`src/rtl/data_write_arbiter.sv`:
```
// Write-port arbiter: three writeback sources share one register-file write port.
// Define ARB_ROUND_ROBIN_EN for round-robin arbitration; otherwise fixed priority 0 > 1 > 2.
module data_write_arbiter #(
   parameter int DATA_W = 8,
   parameter int ADDR_W = 3
) (
   input  logic                  clk,
   input  logic                  rst,
   input  logic [2:0]            Req_valid,
   input  logic [3*ADDR_W-1:0]   Req_addr,
   input  logic [3*DATA_W-1:0]   Req_data,
   output logic [2:0]            Req_ready,
   input  logic                  Hold,
   output logic [ADDR_W-1:0]     Data_write_address_,
   output logic                  Enable_write_,
   output logic [DATA_W-1:0]     Write_data,
   output logic [2**ADDR_W-1:0]  Pending
);
   localparam int NREQ = 3;
   localparam int NREG = 2**ADDR_W;

   logic [ADDR_W-1:0] req_addr_a [NREQ];
   logic [DATA_W-1:0] req_data_a [NREQ];
   logic [NREQ-1:0]   grant;
   logic [1:0]        win_idx;
   logic [ADDR_W-1:0] win_addr;
   logic [DATA_W-1:0] win_data;

   for (genvar i = 0; i < NREQ; i++) begin : g_unpack
      assign req_addr_a[i] = Req_addr[i*ADDR_W +: ADDR_W];
      assign req_data_a[i] = Req_data[i*DATA_W +: DATA_W];
   end

`ifdef ARB_ROUND_ROBIN_EN
   logic [1:0] last;
   logic [1:0] idx;
   logic       found;

   // Walk the three requesters starting just after the last winner.
   always_comb begin
      grant = '0;
      found = 1'b0;
      idx   = (last == 2'd2) ? 2'd0 : last + 2'd1;
      if (!rst && !Hold) begin
         for (int k = 0; k < NREQ; k++) begin
            if (!found && Req_valid[idx]) begin
               grant[idx] = 1'b1;
               found      = 1'b1;
            end
            idx = (idx == 2'd2) ? 2'd0 : idx + 2'd1;
         end
      end
   end

   always_ff @(posedge clk) begin
      if (rst)
         last <= 2'd2;
      else if (|grant)
         last <= win_idx;
   end
`else
   always_comb begin
      grant = '0;
      if (!rst && !Hold) begin
         if (Req_valid[0])      grant[0] = 1'b1;
         else if (Req_valid[1]) grant[1] = 1'b1;
         else if (Req_valid[2]) grant[2] = 1'b1;
      end
   end
`endif

   assign Req_ready = grant;
   assign win_idx   = grant[1] ? 2'd1 : (grant[2] ? 2'd2 : 2'd0);
   assign win_addr  = req_addr_a[win_idx];
   assign win_data  = req_data_a[win_idx];

   // Single write-stage slot, refilled every cycle; address/data hold when idle.
   always_ff @(posedge clk) begin
      if (rst) begin
         Enable_write_       <= 1'b0;
         Data_write_address_ <= '0;
         Write_data          <= '0;
         Pending             <= '0;
      end else begin
         Enable_write_ <= |grant;
         Pending       <= '0;
         if (|grant) begin
            Data_write_address_ <= win_addr;
            Write_data          <= win_data;
            Pending             <= {{(NREG-1){1'b0}}, 1'b1} << win_addr;
         end
      end
   end
endmodule

```
`config.mk`:
```
export PLATFORM = sky130hd
export DESIGN_NAME = data_write_arbiter
export DESIGN_NICKNAME = d
export VERILOG_FILES = /design/src/rtl/data_write_arbiter.sv
export SDC_FILE = /design/constraint.sdc
export NUM_CORES = 1
export LEC_CHECK = 0
export CAP_MARGIN = 20
export CORE_ASPECT_RATIO = 1.4
export CORE_MARGIN = 2
export CORE_UTILIZATION = 38
export CTS_CLUSTER_SIZE = 30
export DETAILED_ROUTE_END_ITERATION = 8
export GPL_TIMING_DRIVEN = 0
export PLACE_DENSITY_LB_ADDON = 0.1
export REMOVE_ABC_BUFFERS = 1
export SLEW_MARGIN = 30
export SYNTH_ARGS = -nofsm -noshare
export SYNTH_HDL_FRONTEND = slang
export SYNTH_SLANG_ARGS = --single-unit
export TNS_END_PERCENT = 20
```
`constraint.sdc`:
```
create_clock -name clk -period 3 [get_ports clk]
set_input_delay 0.45 -clock clk [delete_from_list [all_inputs] [get_ports clk]]
set_output_delay 0.45 -clock clk [all_outputs]
set_load 0.005 [all_outputs]
```
==> summary.txt <==
Critical path
  • Worst Path Required: 2.55 ns
  • Startpoint Class: input pin
  • Max Fanout on Critical Path: 14
  • Cell mode on critical path: clkdlybuf4s50_1
  • Critical path class: in -> out
  • CP Cell Sequence: clkdlybuf4s50_1 > nor4_4 > nand2_4 > inv_1 > clkdlybuf4s50_1
  • Max stage delay on crit path: 0.67 ns
  • Crit path DAT: 2.39 ns
  • Crit. End Element: primary output
  • Slowest CP cell: clkdlybuf4s50_1

STA
  • Max Freq: 353 MHz
  • Max-slew headroom: 65.3%
  • Worst-margin pin slew: 0.519 ns
  • Max-slew violations: 0
  • Final setup margin: 0.165 ns
  • Setup repair after global routing missed its margin: false
  • Final Cycle Share: 94.5%
  • Final period demand of the worst path: 2.84 ns
  • Final hold vios: 0
  • Clk_skew: 0 ns
  • Final setup fails: 0

Run status
  • Status: completed

Layout
  • Final #Nets: 194
  • Synth-to-Final Area Change: 73.5%
  • Design area: 1700 um^2
  • Number of antenna diodes: 0
  • Layout Utilization: 70.1%
  • Share of cells above drive strength 1: 16.2%

Synth
  • Area leader, netlist: dfxtp_1
  • Synth Area per Inst: 10.6 um^2
  • Register bit count reported by yosys: 20
  • Seq/Total Area, Yosys: 41.0%
  • Cell variety after synth: 23
  • Count of warnings emitted by yosys: 0
  • Fraction of registers with async set/reset: 0%
  • Top-count cell post-synth: dfxtp_1
  • Compound-Gate Fraction of Synth Area: 8.07%
  • Ys flop type: dfxtp_1
  • Adder-cell share of the synthesized area: 0%
  • Post-synth EDFFs: 0
  • Synth top area cells: dfxtp_1 (41%), mux2i_1 (12%), mux2_2 (12%)
  • Area share of xor/xnor cells in the synthesized design: 0%
  • Largest family of logic cells by synthesized area: multiplexers
  • Post-Syn Area: 977 um^2
  • Post-synth top cells: dfxtp_1 (20), mux2i_1 (12), nand3b_1 (11)
  • Synth top area share: 41.0%
  • Post-synthesis mux area share: 25.4%
  • Post-Synth Simple-Gate Area: 21.0%
  • Synth Instances: 92

Floorplanning
  • Die width: 46.9 um
  • Total die area: 3000 um^2
  • # rows: 21
  • Initial core utilization: 40.4%
  • Core area: 2420 um^2
  • IO Count: 62
  • Die Y: 64 um

Clock network
  • Worst-path clk slew: 0.12 ns
  • CTS H-tree depth: 1
  • CTS tree: built
  • CTS Hold Bufs: 0
  • Clock root cell: clkbuf_4
  • Clock latency on the worst-skew pair: 0.29 ns
  • CTS max path bufs: 2
  • Clock sink count: 20
  • CTS buffer count: 3

Power and ir drop
  • Maximum VDD drop: 336 uV
  • Leak Pwr: 0.690 nW
  • PwrDens: 383 nW/um^2

Route
  • Total wire length: 2440 um
  • DR WL/cell: 13.0 um
  • DR vias: 957
  • DR pass1 iterations: 4
  • Avg Vias per Cell: 5.09
  • DRC: 0
  • Detail Route Antenna Nets: 0
  • DR iter-0 viols: 18

Global route
  • Largest net degree at the start of global routing: 22
  • Vias in the first global route: 975
  • Antenna violations before repair: 0
  • First-pass GRT wire length: 4030 um
  • Tot GR Track Use: 17.7%
  • Total grt overflow: 0

Placed design
  • Port-buffer cells: 61
  • DP Wirelength: 1960 um
  • Area after DPL: 1620 um^2
  • Worst Setup Slack post-DPL: -0.0923 ns
  • GPL Wtd Cong: 0.772

Min path
  • Hold/Removal Path Class: reg -> reg

Run
  • Max_cap viols: 0
-- metal layers --
metal  wire length, um  global-route usage [%]  share of wire (%)  vias to the layer above
met5                 0                       0                  0                        -
met4                10                    4.51               0.41                        0
met1               910                    19.4                 37                      445
met3               215                    4.52                8.8                        2
met2              1300                    32.0                 53                       47
li1                  -                       -                  -                      463
-- registers in the layout, indices dropped and copies added (netlist names) --
signal and flops:
Pending 8, Data_write_address_ 3, Enable_write_ 1, Write_data 8
-- layout by cell type (no fill, tap or decap), drive strengths merged --
cell type / n
mux2: 11
bufinv: 1
clkdlybuf4s50: 61
clkbuf: 3
nand3: 1
and2: 1
a211o: 1
dfxtp: 20
nand2: 2
o31ai: 1
nor4: 1
nand3b: 11
o21ai: 11
buf: 2
nor3: 8
and3b: 1
mux2i: 12
o211ai: 1
inv: 3
nor4b: 1
nor2: 1
-- worst paths after layout --
path                           from                     end  slack [ns]  cells after the start
max                             rst            Req_ready[2]        0.16                      5
min          Data_write_address_[2]  Data_write_address_[2]        0.49                      2
max reg2reg  Data_write_address_[0]  Data_write_address_[0]        2.40                      2
min reg2reg  Data_write_address_[2]  Data_write_address_[2]        0.49                      2
-- critical path: cells and delay by family --
| kind | cells | cell delay [ns] |
|---|---|---|
| AND/OR/NAND/NOR | 2 | 0.63 |
| buffers and inverters | 3 | 1.30 |
-- stage by stage --
| stage | std cells | TNS (ns) | hold WS, ns | total power [W] |
|---|---|---|---|---|
| 6_report | 188 | 0 | 0.490 | 0.000649 |
| 3_3_place_gp | 182 | -3.70 | 0.464 | 0.000428 |
| 4_1_cts | 188 | 0 | 0.496 | 0.000654 |
| 5_1_grt | 188 | 0 | 0.536 | 0.000677 |
| 2_1_floorplan | 87 | 0 | 0.465 | 0.000337 |
| 3_5_place_dp | 183 | -0.147 | 0.474 | 0.000435 |
-- logic make-up after synthesis --
kind of cell    count (synthesis)
compound gates                 14
buf+inv                         8
flops                          20
mux                            23
simple gates                   27
-- report_power, final --
part	total (W)	leakage [nW]	internal, W	switching (W)
Sequential	0.000287	0.164	0.000280	0.00000682
Combinational	0.000143	0.498	0.0000952	0.0000481
Clock	0.000218	0.0279	0.000135	0.0000836
-- repair_timing --
| action | 4_1_cts | 5_1_grt |
|---|---|---|
| buffers inserted | 1 | 0 |
| endpoints found under the hold margin | 0 | 0 |
| setup endpoints to repair | 2 | 1 |
| pin swaps | 1 | 0 |
| gates resized for setup | 1 | 1 |
-- final cells by class --
| class | instances | area [um^2] |
|---|---|---|
| inverters | 3 | 11.3 |
| repair buffers | 63 | 629 |
| fillers | 200 | 722 |
| flip-flops and latches | 20 | 400 |
| multi-input cells | 64 | 559 |
| clock inverters | 1 | 30.0 |
| clock buffers | 3 | 22.5 |
| well taps | 34 | 42.5 |
(Power assumes the default switching activity.)
